### src/rtl/spi_pkg.sv
// Shared state encoding and default sizing for the SPI master slice.
package spi_pkg;

   typedef enum logic [1:0] {
      IDLE     = 2'd0,
      LOAD     = 2'd1,
      TRANSACT = 2'd2,
      UNLOAD   = 2'd3
   } state_t;

   localparam int DEF_REG_WIDTH     = 8;
   localparam int DEF_COUNTER_WIDTH = $clog2(DEF_REG_WIDTH);
   localparam int DEF_HALF_DIV      = 2;

endpackage

### src/rtl/spi_master_if.sv
// Host-side request/response and serial pins of the SPI master.
interface spi_master_if
   import spi_pkg::*;
#(
   parameter int REG_WIDTH     = DEF_REG_WIDTH,
   parameter int COUNTER_WIDTH = $clog2(REG_WIDTH)
);
   logic                     t_start;
   logic [REG_WIDTH-1:0]     d_in_m;
   logic [COUNTER_WIDTH:0]   t_size;
   logic [REG_WIDTH-1:0]     d_out_m;
   logic                     busy;
   logic                     done;
   logic                     cs_n;
   logic                     sclk;
   logic                     mosi;
   logic                     miso;

   modport master (
      input  t_start, d_in_m, t_size, miso,
      output d_out_m, busy, done, cs_n, sclk, mosi
   );

   modport slave (
      output t_start, d_in_m, t_size, miso,
      input  d_out_m, busy, done, cs_n, sclk, mosi
   );
endinterface

### src/rtl/spi_clk_gen.sv
// Half-period timer: rise/fall strobes mark the master_clk cycle whose edge moves sclk.
module spi_clk_gen
   import spi_pkg::*;
#(
   parameter int HALF_DIV = DEF_HALF_DIV
) (
   input  logic master_clk,
   input  logic rstn,
   input  logic en,
   output logic rise,
   output logic fall
);
   localparam int HW = (HALF_DIV > 1) ? $clog2(HALF_DIV) : 1;
   localparam logic [HW-1:0] LAST = HW'(HALF_DIV - 1);

   logic [HW-1:0] half_cnt;
   logic          phase;
   logic          wrap;

   // phase mirrors sclk: low half first, so each bit starts with a full low period
   assign wrap = en && (half_cnt == LAST);
   assign rise = wrap && !phase;
   assign fall = wrap && phase;

   always_ff @(posedge master_clk or negedge rstn) begin
      if (!rstn) begin
         half_cnt <= '0;
         phase    <= 1'b0;
      end else if (!en) begin
         half_cnt <= '0;
         phase    <= 1'b0;
      end else if (half_cnt == LAST) begin
         half_cnt <= '0;
         phase    <= ~phase;
      end else begin
         half_cnt <= half_cnt + HW'(1);
      end
   end
endmodule

### src/rtl/spi_master.sv
// Mode-0 SPI master: IDLE -> LOAD -> TRANSACT -> UNLOAD, MSB first, up to REG_WIDTH bits.
module spi_master
   import spi_pkg::*;
#(
   parameter int REG_WIDTH     = DEF_REG_WIDTH,
   parameter int COUNTER_WIDTH = $clog2(REG_WIDTH),
   parameter int HALF_DIV      = DEF_HALF_DIV
) (
   input  logic          master_clk,
   input  logic          rstn,
   spi_master_if.master  bus
);
   localparam int SW = COUNTER_WIDTH + 1;
   localparam logic [SW-1:0] MAX_BITS = SW'(REG_WIDTH);

   state_t               state;
   logic [REG_WIDTH-1:0] tx;
   logic [REG_WIDTH-1:0] rx;
   logic [SW-1:0]        bit_cnt;
   logic [SW-1:0]        load_bits;
   logic                 rise;
   logic                 fall;

   assign load_bits = (bus.t_size > MAX_BITS) ? MAX_BITS : bus.t_size;

   spi_clk_gen #(.HALF_DIV(HALF_DIV)) u_clk_gen (
      .master_clk (master_clk),
      .rstn       (rstn),
      .en         (state == TRANSACT),
      .rise       (rise),
      .fall       (fall)
   );

   always_ff @(posedge master_clk or negedge rstn) begin
      if (!rstn) begin
         state       <= IDLE;
         tx          <= '0;
         rx          <= '0;
         bit_cnt     <= '0;
         bus.d_out_m <= '0;
         bus.busy    <= 1'b0;
         bus.done    <= 1'b0;
         bus.cs_n    <= 1'b1;
         bus.sclk    <= 1'b0;
         bus.mosi    <= 1'b0;
      end else begin
         case (state)
            IDLE: begin
               if (bus.t_start) begin
                  state    <= LOAD;
                  bus.busy <= 1'b1;
               end
            end
            LOAD: begin
               tx      <= bus.d_in_m;
               rx      <= '0;
               bit_cnt <= load_bits;
               // a zero-length request returns to IDLE without touching the bus
               if (load_bits != '0) begin
                  state    <= TRANSACT;
                  bus.cs_n <= 1'b0;
                  bus.mosi <= bus.d_in_m[REG_WIDTH-1];
               end else begin
                  state    <= IDLE;
                  bus.busy <= 1'b0;
               end
            end
            TRANSACT: begin
               if (rise) begin
                  bus.sclk <= 1'b1;
                  rx       <= {rx[REG_WIDTH-2:0], bus.miso};
               end
               if (fall) begin
                  bus.sclk <= 1'b0;
                  tx       <= tx << 1;
                  bus.mosi <= tx[REG_WIDTH-2];
                  bit_cnt  <= bit_cnt - SW'(1);
                  // rx already holds the final bit here, so result and done appear together
                  if (bit_cnt == SW'(1)) begin
                     state       <= UNLOAD;
                     bus.cs_n    <= 1'b1;
                     bus.done    <= 1'b1;
                     bus.d_out_m <= rx;
                  end
               end
            end
            UNLOAD: begin
               state    <= IDLE;
               bus.busy <= 1'b0;
               bus.done <= 1'b0;
               bus.mosi <= 1'b0;
            end
            default: state <= IDLE;
         endcase
      end
   end
endmodule

### src/flat_wrapper.sv
// flat-port wrapper written by rule: the top's interface ports become plain ports
module spi_master_flat import spi_pkg::*;
#(
   parameter int REG_WIDTH     = DEF_REG_WIDTH,
   parameter int COUNTER_WIDTH = $clog2(REG_WIDTH),
   parameter int HALF_DIV      = DEF_HALF_DIV
)
  (master_clk, rstn, bus_t_start, bus_d_in_m, bus_t_size, bus_miso, bus_d_out_m, bus_busy, bus_done, bus_cs_n, bus_sclk, bus_mosi);
  spi_master_if #(.REG_WIDTH(REG_WIDTH), .COUNTER_WIDTH(COUNTER_WIDTH)) bus_i ();
  input  logic master_clk;
  input  logic rstn;
  input wire logic [$bits(bus_i.t_start)-1:0] bus_t_start;
  input wire logic [$bits(bus_i.d_in_m)-1:0] bus_d_in_m;
  input wire logic [$bits(bus_i.t_size)-1:0] bus_t_size;
  input wire logic [$bits(bus_i.miso)-1:0] bus_miso;
  output wire logic [$bits(bus_i.d_out_m)-1:0] bus_d_out_m;
  output wire logic [$bits(bus_i.busy)-1:0] bus_busy;
  output wire logic [$bits(bus_i.done)-1:0] bus_done;
  output wire logic [$bits(bus_i.cs_n)-1:0] bus_cs_n;
  output wire logic [$bits(bus_i.sclk)-1:0] bus_sclk;
  output wire logic [$bits(bus_i.mosi)-1:0] bus_mosi;
  assign bus_i.t_start = bus_t_start;
  assign bus_i.d_in_m = bus_d_in_m;
  assign bus_i.t_size = bus_t_size;
  assign bus_i.miso = bus_miso;
  assign bus_d_out_m = bus_i.d_out_m;
  assign bus_busy = bus_i.busy;
  assign bus_done = bus_i.done;
  assign bus_cs_n = bus_i.cs_n;
  assign bus_sclk = bus_i.sclk;
  assign bus_mosi = bus_i.mosi;
  spi_master #(.REG_WIDTH(REG_WIDTH), .COUNTER_WIDTH(COUNTER_WIDTH), .HALF_DIV(HALF_DIV)) u_core (.master_clk(master_clk), .rstn(rstn), .bus(bus_i));
endmodule
### config.mk
export PLATFORM = sky130hd
export DESIGN_NAME = spi_master_flat
export DESIGN_NICKNAME = d
export VERILOG_FILES = /design/src/rtl/spi_pkg.sv /design/src/rtl/spi_master_if.sv /design/src/rtl/spi_clk_gen.sv /design/src/rtl/spi_master.sv /design/src/flat_wrapper.sv
export SDC_FILE = /design/constraint.sdc
export NUM_CORES = 1
export LEC_CHECK = 0
export CORE_AREA = 2 2 61 63
export CTS_CLUSTER_DIAMETER = 50
export DETAILED_ROUTE_END_ITERATION = 10
export DIE_AREA = 0 0 63 65
export GPL_ROUTABILITY_DRIVEN = 1
export PLACE_DENSITY = 0.81
export SLEW_MARGIN = 30
export SYNTH_ARGS = -nofsm -noshare
export SYNTH_HDL_FRONTEND = slang
export SYNTH_SLANG_ARGS = --single-unit
### constraint.sdc
create_clock -name master_clk -period 4.8 [get_ports master_clk]
set_input_delay 0.96 -clock master_clk [delete_from_list [all_inputs] [get_ports master_clk]]
set_output_delay 0.96 -clock master_clk [all_outputs]
set_load 0.005 [all_outputs]
==> metrics.yaml <==
status: "completed"
start_util_pct: 53.5
timing.fmax_mhz: 416
min_period_ns: 2.40
ant_nets: 0
synth_nets: 193
area_delta_synth_final_pct: 18.5
antennaDiodeCount: 0
cp-endpoint: "u_core.bus.d_out_m[7]"
num_rows: 22
r2r_setup_slack_ns: 2.40
hold_buffers: 0
finalNetCount: 219
vdd_ir_drop_max_mv: 0.288
globalRoute.totalOverflow: 0
antenna_found_initial: 0
drc: 0
post_cts_buffers: 0
synth_area_per_cell_um2: 11.0
core_mm2: 0.00350
reg2reg_to: "u_core.bus.d_out_m[7]"
synth_top_flop_cell: "dfrtp_1"
period_share_pct: 50.0
dieWidth_um: 63
setup_viol: 0
grt_pass1_wl_um: 6270
numCtsBuffers: 5
io_pins: 29
cts_tree: "done"
cts_max_path_buffers: 2
cts.sinks: 36
dieArea_mm2: 0.00410
wl_per_cell_um: 14.9
cts-root-buf: "clkbuf_4"
ys_top_cells_by_area: "dfrtp_1, mux2i_1, mux2_4"
ys_ff_latch: 36
path_class: "reg2reg"
rsz0062_at_grt: "no"
drive_above_1_share_pct: 12.2
grt_pass1_vias: 1371
critPathArrivalTime_ns: 2.64
first_pass_iters: 4
slowest_delay_ns: 0.57
reg2regPathDepth: 5
cp_slowest_cell: "ha_2"
crit_path_start_kind: "flop"
clk_latency_ns: 0.35
synth_top_area_share_pct: 46.8
yosys_warnings: 0
slew_violations: 0
layout.cells.non_filler: 245
worstMarginPinSlew_ns: 0.877
ys_seq_area_share_pct: 48.2
setup_tns_ns: 0
syn_area_mm2: 0.00187
grt_usage_pct: 19.5
clkTransAtPathRegs_ns: 0.11
cp-startpoint: "u_core.state[0]"
ys_types: 40
placed_cells: 237
hold_depth: 2
grt_max_degree: 37
cp_max_fo: 25
first_iter_violations: 50
power_density_mw_per_mm2: 469
dpl.hpwl_um: 2710
endpoint_kind: "flop"
die_y_um: 65
synth_edf_count: 0
vias_per_cell: 5.38
hold_viol_final: 0
hp-class: "reg2reg"
p_leak_uw: 0.000969
cp.required_ns: 5.04
vias: 1318
path_cells: "inv_1 -> ha_2 -> nand3_4 -> or2_1 -> mux2_4"
async_flop_share_pct: 100
yosysTopAreaCell: "dfrtp_1"
netlist_instances: 170
htreeDepth: 2
timing.rr.start: "u_core.state[0]"
wl_um: 3650
cap_violations: 0
slew_headroom_pct: 41.4
portBuffers: 28
power.total_uw: 1040
clock_skew_ns: 0.0138
gp_congestion: 0.816
cts_resized: 0
==> logic make-up (layout without fill, tap and decap cells) <==
family,after synthesis,count (layout),share of synthesized area [%]
muxes,27,27,16.7
adders and majority gates,7,7,4.68
DFF,36,36,48.2
and+or+nand+nor,45,45,13.0
buffers and inverters,20,47,5.22
xor gates and xnor gates,1,1,0.468
AOI/OAI and AO/OA,34,34,11.8
==> layer usage <==
| metal | global-route usage (%) | share of wire [%] |
|---|---|---|
| met1 | 23.0 | 44 |
| met2 | 34.4 | 51 |
| met3 | 4.86 | 3.7 |
| met4 | 7.22 | 0.71 |
| met5 | 0 | 0 |
==> synthesized netlist by cell type (all sizes together) (2+ instances only) <==
library cell / instances
nand3: 9
nor3: 4
or3b: 2
nor2b: 3
nand2: 13
a22oi: 3
inv: 10
a211oi: 2
mux2: 9
dfrtp: 35
o21ai: 19
nand2b: 2
buf: 9
ha: 7
nor2: 6
mux2i: 18
==> cell usage in the layout, fill, tap and decap left out, types with 2 or more instances in the layout <==
cell             instances
a211oi_1                 2
a22oi_1                  3
clkbuf_4                 5
clkdlybuf4s50_1         28
clkinv_2                 2
dfrtp_1                 35
ha_1                     6
inv_1                   10
mux2_4                   8
mux2i_1                 18
nand2_1                 13
nand2b_1                 2
nand3_1                  8
nor2_1                   6
nor2b_1                  3
nor3_1                   4
o21ai_0                 19
==> power by group <==
| part | leakage, µW | switching, µW | internal, µW |
|---|---|---|---|
| Sequential | 0.000472 | 62.5 | 378 |
| Combinational | 0.000462 | 239 | 198 |
| Clock | 0.0000349 | 106 | 56.2 |
| Total | 0.000969 | 407 | 633 |
==> final cells by class <==
type	count	area [µm²]
clock inverters	3	18.8
fillers	306	1280
multi-input cells	114	873
inverters	10	37.5
well taps	48	60.1
repair buffers	29	288
clock buffers	5	37.5
flip-flops and latches	36	902
==> through the flow <==
step	worst slack (ns)	hold WS (ns)	area, µm²	util (%)
5_1_grt	2.28	0.541	2220	63.4
3_3_place_gp	2.22	0.475	2160	61.7
3_5_place_dp	2.08	0.477	2160	61.7
6_report	2.40	0.497	2220	63.4
4_1_cts	2.08	0.503	2210	63.3
2_1_floorplan	3.00	0.459	1870	-
==> registers in the layout, indices dropped and copies added (netlist names), named ones only <==
name,cells
u_core.rx,8
u_core.bus.cs_n,1
u_core.bus.busy,1
u_core.u_clk_gen.phase,1
u_core.bus.done,1
u_core.bus.sclk,1
u_core.state,1
u_core.tx,7
u_core.u_clk_gen.half_cnt,1
u_core.bus.d_out_m,8
u_core.bus.mosi,1
u_core.bit_cnt,4
==> worst min path at each step <==
| stage | start | to | slack (ns) |
|---|---|---|---|
| floorplan | u_core.tx[0] | u_core.tx[0] | 0.46 |
| global placement | u_core.bus.sclk | u_core.bus.sclk | 0.48 |
| detailed placement | u_core.bus.sclk | u_core.bus.sclk | 0.48 |
| CTS | u_core.bus.sclk | u_core.bus.sclk | 0.50 |
| global route | u_core.bus.cs_n | u_core.bus.cs_n | 0.54 |
| finish | u_core.bus.sclk | u_core.bus.sclk | 0.50 |
==> worst max-delay path: cells and delay by family, from the launching register on <==
kind / cells / cell delay, ns
fa+ha+maj: 1 / 0.57
buf+inv: 1 / 0.17
flops: 1 / 0.44
mux: 1 / 0.38
simple gates: 2 / 0.73
Power figures use the tool's default switching activity.
